**config.mk**
```make
export PLATFORM = sky130hd
export DESIGN_NAME = gpr_scoreboard
export DESIGN_NICKNAME = d
export VERILOG_FILES = /design/src/rtl/gpr_scoreboard.sv
export SDC_FILE = /design/constraint.sdc
export NUM_CORES = 1
export LEC_CHECK = 0
export BUFFER_PORTS_ARGS = -buffer_cell sky130_fd_sc_hd__buf_4
export CORE_MARGIN = 2
export CORE_UTILIZATION = 36
export DETAILED_ROUTE_END_ITERATION = 12
export PLACE_DENSITY = 0.6
export SLEW_MARGIN = 0
export SYNTH_ARGS = -nofsm -noshare
export SYNTH_HDL_FRONTEND = slang
export SYNTH_SLANG_ARGS = --single-unit
```
**constraint.sdc**
```tcl
create_clock -name clk -period 4.7 [get_ports clk]
set_input_delay 0.705 -clock clk [delete_from_list [all_inputs] [get_ports clk]]
set_output_delay 0.705 -clock clk [all_outputs]
set_load 0.01 [all_outputs]
```
**src/rtl/gpr_scoreboard.sv**
```systemverilog
// Issue scoreboard for the two-write-port GPR: tracks registers awaiting a long-latency
// writeback and holds Decode on RAW/WAW hazards or when too many long ops are in flight.
module gpr_scoreboard #(
    parameter int MAX_OUT   = 4,
    parameter bit WB_BYPASS = 1'b1
) (
    input  logic        clk,
    input  logic        reset,
    input  logic        iss_valid,
    output logic        iss_ready,
    input  logic [4:0]  iss_rs1,
    input  logic        iss_rs1_use,
    input  logic [4:0]  iss_rs2,
    input  logic        iss_rs2_use,
    input  logic [4:0]  iss_rd,
    input  logic        iss_rd_we,
    input  logic        iss_long,
    input  logic        wb_valid,
    input  logic [4:0]  wb_rd,
    output logic [31:0] pend_mask,
    output logic [3:0]  out_cnt,
    output logic        err
);

    localparam logic [3:0] CNT_MAX = MAX_OUT[3:0];

    logic [31:0] wb_hot;
    logic [31:0] set_hot;
    logic [31:0] p_eff;
    logic [31:0] pend_nxt;
    logic        bypass;
    logic        raw1;
    logic        raw2;
    logic        waw;
    logic        full;
    logic        accept;
    logic        inc;

    assign bypass = wb_valid & WB_BYPASS;

    always_comb begin
        wb_hot = '0;
        if (wb_valid) begin
            wb_hot[wb_rd] = 1'b1;
        end
    end

    // Pending view seen by issue: a same-cycle writeback already satisfies the hazard when bypassing.
    assign p_eff = pend_mask & ~(bypass ? wb_hot : 32'h0);

    assign raw1 = iss_rs1_use & p_eff[iss_rs1];
    assign raw2 = iss_rs2_use & p_eff[iss_rs2];
    assign waw  = iss_rd_we & (iss_rd != 5'd0) & p_eff[iss_rd];
    assign full = iss_long & (out_cnt == CNT_MAX) & ~bypass;

    assign iss_ready = ~(raw1 | raw2 | waw | full);
    assign accept    = iss_valid & iss_ready;
    assign inc       = accept & iss_long;

    always_comb begin
        set_hot = '0;
        if (inc && iss_rd_we && (iss_rd != 5'd0)) begin
            set_hot[iss_rd] = 1'b1;
        end
    end

    // Set wins over a same-index clear; x0 can never be pending.
    assign pend_nxt = ((pend_mask & ~wb_hot) | set_hot) & ~32'h1;

    always_ff @(posedge clk) begin
        if (reset) begin
            pend_mask <= '0;
            out_cnt   <= '0;
            err       <= 1'b0;
        end else begin
            pend_mask <= pend_nxt;
            if (inc && !wb_valid) begin
                if (out_cnt != CNT_MAX) begin
                    out_cnt <= out_cnt + 4'd1;
                end
            end else if (wb_valid && !inc) begin
                if (out_cnt != 4'd0) begin
                    out_cnt <= out_cnt - 4'd1;
                end else begin
                    err <= 1'b1;
                end
            end
            if (wb_valid && (wb_rd != 5'd0) && !pend_mask[wb_rd]) begin
                err <= 1'b1;
            end
        end
    end

endmodule

```
==> results of run 1 <==
==> registers in the layout, indices dropped and copies added, names as in the netlist <==
signal / cells
pend_mask: 31
out_cnt: 4
err: 1
==> logic make-up after synthesis <==
logic type	after synthesis	share of synthesized area, %
flip-flops	36	20.48
multiplexers	35	13.58
buffers and inverters	54	6.790
adder cells (fa/ha/maj)	5	1.991
XOR/XNOR	9	2.240
other	1	0.1065
AO/OA/AOI/OAI	141	29.19
AND/OR/NAND/NOR	150	25.63
==> per-stage QoR <==
step           util [%]  hold WS (ns)
6_report          43.61        0.5353
3_3_place_gp      42.73        0.5207
2_1_floorplan         -        0.5368
5_1_grt           43.61        0.5765
3_5_place_dp      42.73        0.5223
4_1_cts           43.61        0.5398
==> synthesized netlist by cell type, types with 5 or more instances <==
| master | n | area share (%) |
|---|---|---|
| clkbuf_1 | 19 | 2.0 |
| nand4_1 | 9 | 1.6 |
| dfxtp_1 | 36 | 20 |
| o31ai_1 | 5 | 1.1 |
| nand3_1 | 23 | 3.3 |
| o32ai_1 | 9 | 2.2 |
| a21oi_1 | 13 | 1.8 |
| mux2i_1 | 23 | 6.5 |
| nor3_1 | 9 | 1.3 |
| o22ai_1 | 13 | 2.3 |
| inv_1 | 17 | 1.8 |
| nand2_1 | 30 | 3.2 |
| nor2b_1 | 8 | 1.4 |
| nand2b_1 | 13 | 2.3 |
| xnor2_1 | 7 | 1.7 |
| nor2_1 | 20 | 2.1 |
| buf_2 | 8 | 1.1 |
| o21ai_0 | 34 | 4.8 |
| mux4_2 | 10 | 6.4 |
| o211ai_1 | 15 | 3.2 |
| buf_4 | 5 | 1.1 |
| a31oi_1 | 5 | 0.89 |
==> per-layer routing <==
layer	GRT usage [%]	routed length (microns)	share of wire (%)
met5	0	0	0
met4	13.56	681	4.7
met3	4.814	1497	10
met2	40.57	6377	44
met1	38.43	5987	41
==> worst min-delay path, delay by kind of cell (launching register included) <==
kind / cells / cell delay, ns
flops: 1 / 0.34
compound gates: 2 / 0.16
==> worst paths after layout <==
| path | start | endpoint | slack (ns) | cells past startpoint |
|---|---|---|---|---|
| min | err$_SDFFE_PP0P_ | err$_SDFFE_PP0P_ | 0.54 | 2 |
| max | wb_rd[0] | out_cnt[3]$_SDFFE_PP0P_ | 0.27 | 18 |
| min reg2reg | err$_SDFFE_PP0P_ | err$_SDFFE_PP0P_ | 0.54 | 2 |
| max reg2reg | pend_mask[28]$_SDFF_PP0_ | out_cnt[3]$_SDFFE_PP0P_ | 0.95 | 16 |
==> power by group through the flow <==
stage / Combinational (mW) / Clock, mW / Sequential (mW)
CTS: 0.313 / 0.229 / 0.342
global placement: 0.310 / 0 / 0.349
global route: 0.344 / 0.245 / 0.347
detailed placement: 0.311 / 0 / 0.350
floorplan: 0.204 / 0 / 0.351
finish: 0.317 / 0.228 / 0.343
==> cell type report <==
class,instances,share of cell area [%]
clock inverters,1,0.2083
well taps,133,3.958
multi-input cells,341,60.89
repair buffers,81,14.46
inverters,17,1.518
flip-flops and latches,36,17.14
clock buffers,7,1.815
==> results.json, run 1 <==
{
  "fp.dieArea_sq_um": 10580,
  "placedCellCount": 608,
  "final_common_cell": "buf_4",
  "vdd_drop_max_mv": 0.1200,
  "skew_ns": 0.01518,
  "detail-route-antenna-nets": 0,
  "drc": 0,
  "finalNetCount": 515,
  "tns_ns": 0,
  "cpMostUsedCell": "inv_1",
  "wl_per_cell_microns": 23.61,
  "startpoint_type": "input pin",
  "clock_path_buffers": 2,
  "firstDrtPassIters": 5,
  "finalCritPeriodShare_pct": 94.33,
  "outcome": "finished clean",
  "gp_congestion": 1.049,
  "critPathKind": "input pin to flop",
  "drive_gt1_share_pct": 23.81,
  "start_util_pct": 36.51,
  "yosysSeqAreaShare_pct": 20.48,
  "cp-end-kind": "flop",
  "dpl_cell_area_sq_um": 4119,
  "multi_input_area_sq_um": 2560,
  "crit_family": "simple AND/OR/NAND/NOR gates",
  "fin_crit_ns": 4.433,
  "ys.flop_type": "dfxtp_1",
  "switching_share_pct": 37.21,
  "cts_resized": 0,
  "rsz0062_at_grt": "no",
  "grt_pass1_vias": 3829,
  "p_int_mw": 0.5575,
  "synth_seq_cells": 36,
  "finalSetupViolCount": 0,
  "pre_cts_slack_ns": 0.04317,
  "ioPinCount": 66,
  "cts_made_buffers": 5,
  "final_area_sq_um": 4204,
  "fill_cells": 1013,
  "power.leakage_nw": 1.533,
  "crit_slowest_cell": "nand2b_1",
  "ys_warn_count": 0,
  "p_sw_mw": 0.3303,
  "vias_per_cell": 6.567,
  "syn_area_per_cell_sq_um": 8.166,
  "vias": 4045,
  "syn_to_final_growth_pct": 19.45,
  "cts.sinks": 36,
  "max_freq_ghz": 0.2256,
  "p_total_mw": 0.8879,
  "p_comb_share_pct": 35.7,
  "crit_required_ns": 4.88,
  "synth_cells": 431,
  "core_sq_um": 9639,
  "synth_edf_count": 0,
  "postLayoutSetupSlackWorst_ns": 0.2665,
  "cts_setup_buffers": 0,
  "wirelength_microns": 14540,
  "p_clk_share_pct": 25.6,
  "seqCellArea_sq_um": 720.7,
  "relSlewSlack_pct": 50.07,
  "io_buffers": 64,
  "async_reset_ff_share_pct": 0,
  "hold_viol_final": 0,
  "tightest_slew_ns": 0.7423,
  "die_h_microns": 102.9,
  "critical_path.max_fanout": 14,
  "slowest_delay_ns": 0.55,
  "clock_latency_ns": 0.30,
  "final_cells": 616,
  "htreeDepth": 2,
  "clk_pin_slew_worst_paths_ns": 0.08,
  "ys_types": 78,
  "timing.critical_path.buf_inv": 4,
  "seq_power_share_pct": 38.6,
  "layout_common_cells": "buf_4, dfxtp_1, o21ai_0",
  "syn_area_sq_um": 3520,
  "drv_slew": 0,
  "antenna_found_initial": 0,
  "grt_pass1_wl_microns": 22180,
  "antenna_cells": 0,
  "grt-ovfl-total": 0,
  "root_buffer": "clkbuf_8",
  "synth_nets": 464,
  "post-dp-hpwl_microns": 11030,
  "cap_violations": 0,
  "grt_max_degree": 31,
  "p_per_area_nw_per_um2": 211.2,
  "tritoncts": "yes",
  "cts-hold-fix-buffers": 0,
  "hold_path_class": "flop to flop",
  "crit_chain": "buf_4, nand2b_1, o21ai_2, mux2_2, or4_1, a41oi_1, inv_1, nand4b_4, inv_1, ha_1, inv_1, ha_1, a21o_1, a21oi_1, xnor2_1, nand2_1, xor2_1, nor2_1",
  "grt_usage_pct": 27.44,
  "die_w_microns": 102.9,
  "core.rowCount": 36,
  "drt_iter0_markers": 509,
  "worst_ep_arrival_time_ns": 4.61
}
(Power assumes the default switching activity.)
==> inputs of run 2 (changes only) <==
--- a/config.mk
+++ b/config.mk
@@ -5,7 +5,7 @@
 export SDC_FILE = /design/constraint.sdc
 export NUM_CORES = 1
 export LEC_CHECK = 0
-export BUFFER_PORTS_ARGS = -buffer_cell sky130_fd_sc_hd__buf_4
+export BUFFER_PORTS_ARGS = -buffer_cell sky130_fd_sc_hd__buf_2
 export CORE_MARGIN = 2
 export CORE_UTILIZATION = 36
 export DETAILED_ROUTE_END_ITERATION = 12
==> run 2 against run 1 <==
Compared with the run above: worst hold slack better by 0.0061 ns; die area did not move; sequential share of layout area increased by 0.65 points; core utilization decreased by 1.6 points; critical path type unchanged; total power is 2.3% lower; design area decreased by 3.6%; first-iteration DRC count increased by 41%.
==> results.json, run 2 (synthesis results as in run 1) <==
{
  "final_cells": 616,
  "post-dp-hpwl_microns": 10760,
  "gp_congestion": 1.042,
  "rsz0062_at_grt": "no",
  "rr_worst_depth": 15,
  "drt_iter0_markers": 716,
  "die_h_microns": 102.9,
  "grt_max_degree": 31,
  "grt_usage_pct": 26.94,
  "seqCellArea_sq_um": 720.7,
  "fin_util_pct": 42.03,
  "switching_share_pct": 36.16,
  "finalSetupViolCount": 0,
  "grt_pass1_wl_microns": 21700,
  "start_util_pct": 36.51,
  "reg2reg_slack_ns": 1.02,
  "cts.sinks": 36,
  "layout_common_cells": "buf_2, dfxtp_1, o21ai_0",
  "holdWs_ns": 0.5414,
  "seq_power_share_pct": 39.4,
  "critical_path.max_fanout": 12,
  "vias": 4034,
  "clock_latency_ns": 0.29,
  "hold_path_class": "flop to flop",
  "p_sw_mw": 0.3137,
  "p_int_mw": 0.5538,
  "p_clk_share_pct": 26.3,
  "largest_reg_flops": 31,
  "critPathKind": "input pin to flop",
  "crit_family": "compound AO/OA/AOI/OAI gates",
  "clk_pin_slew_worst_paths_ns": 0.07,
  "cp-end-kind": "flop",
  "vias_per_cell": 6.549,
  "max_freq_ghz": 0.2303,
  "fill_cells": 1014,
  "crit_chain": "buf_2, inv_1, nand4b_1, o311ai_0, nand2_1, o41a_1, nand2_1, nand4b_4, inv_1, ha_1, inv_1, ha_1, a21o_1, a21oi_1, xnor2_1, nand2_1, xor2_1, nor2_1",
  "tns_ns": 0,
  "p_comb_share_pct": 34.2,
  "drive_gt1_share_pct": 24.22,
  "fin_crit_ns": 4.343,
  "slowest_delay_ns": 0.64,
  "outcome": "finished clean",
  "root_buffer": "clkbuf_8",
  "grt-ovfl-total": 0,
  "htreeDepth": 2,
  "hold_viol_final": 0,
  "relSlewSlack_pct": 45.49,
  "crit_required_ns": 4.86,
  "worst_ep_arrival_time_ns": 4.50,
  "detail-route-antenna-nets": 0,
  "startpoint_type": "input pin",
  "hold_end": "out_cnt[1]$_SDFFE_PP0P_",
  "fp.dieArea_sq_um": 10580,
  "min_from": "out_cnt[1]$_SDFFE_PP0P_",
  "skew_ns": 0.005686,
  "finalNetCount": 515,
  "r2r_end": "out_cnt[3]$_SDFFE_PP0P_",
  "final_common_cell": "buf_2",
  "power.leakage_nw": 1.520,
  "crit_slowest_cell": "o311ai_0",
  "cts_resized": 0,
  "firstDrtPassIters": 5,
  "largest-register": "pend_mask",
  "io_buffers": 64,
  "largestRegisters": "pend_mask x31, out_cnt x4, err x1",
  "wl_per_cell_microns": 22.82,
  "finalCritPeriodShare_pct": 92.40,
  "drv_slew": 0,
  "p_per_area_nw_per_um2": 214.1,
  "grt_pass1_vias": 3797,
  "drc": 0,
  "vdd_drop_max_mv": 0.1278,
  "antenna_cells": 0,
  "ioPinCount": 66,
  "clock_path_buffers": 2,
  "wirelength_microns": 14060,
  "cts_setup_buffers": 0,
  "timing.critical_path.buf_inv": 4,
  "worstReg2RegStart": "pend_mask[1]$_SDFF_PP0_",
  "placedCellCount": 608,
  "tritoncts": "yes",
  "antenna_found_initial": 0,
  "cts_made_buffers": 5,
  "cts-hold-fix-buffers": 0,
  "holdPathStages": 2,
  "cap_violations": 0,
  "multi_input_area_sq_um": 2560,
  "tightest_slew_ns": 0.8104,
  "die_w_microns": 102.9,
  "core_sq_um": 9639,
  "syn_to_final_growth_pct": 15.11,
  "core.rowCount": 36
}
==> run 2: how the worst max path moves through the flow <==
stage | startpoint | end | cells past startpoint
floorplan | wb_rd[0] | out_cnt[3]$_SDFFE_PP0P_ | 20
global placement | wb_rd[3] | out_cnt[3]$_SDFFE_PP0P_ | 18
detailed placement | wb_rd[3] | out_cnt[3]$_SDFFE_PP0P_ | 18
CTS | wb_rd[3] | out_cnt[3]$_SDFFE_PP0P_ | 18
global route | wb_rd[3] | out_cnt[3]$_SDFFE_PP0P_ | 18
finish | wb_rd[3] | out_cnt[3]$_SDFFE_PP0P_ | 18
==> run 2: tightest hold or removal path, cell delays in order, from the launching register on <==
cell and delay [ns]:
dfxtp_1 0.36, nand2_1 0.07, a21oi_1 0.06
==> run 2: power by group through the flow <==
stage / clock, mW / combinational [mW] / sequential, mW
floorplan: 0 / 0.204 / 0.351
global placement: 0 / 0.291 / 0.347
detailed placement: 0 / 0.292 / 0.349
CTS: 0.232 / 0.294 / 0.342
global route: 0.246 / 0.326 / 0.346
finish: 0.229 / 0.297 / 0.342
==> run 2: layer usage <==
layer,GRT usage (%),vias up,routed length [microns]
met4,13.36,0,772
li1,-,1790,-
met3,3.661,74,1480
met1,36.66,1864,5605
met2,41.93,306,6200
met5,0,-,0
==> run 2: through the flow <==
step                      area [sq um]  setup WS, ns  total power [mW]
after floorplan                   3520        0.5977            0.5548
after global placement            3959        0.1868            0.6380
after detailed placement          3959        0.1840            0.6408
after CTS                         4051        0.4833            0.8681
after global routing              4051        0.1609            0.9168
final                             4051        0.3570            0.8675
==> run 2: area by class of cell <==
type | instances | area share (%)
Timing Repair Buffer | 81 | 11.06
Tap cell | 133 | 4.107
Multi-Input combinational cell | 341 | 63.19
Inverter | 17 | 1.575
Sequential cell | 36 | 17.79
Clock buffer | 6 | 2.038
Clock inverter | 2 | 0.2471
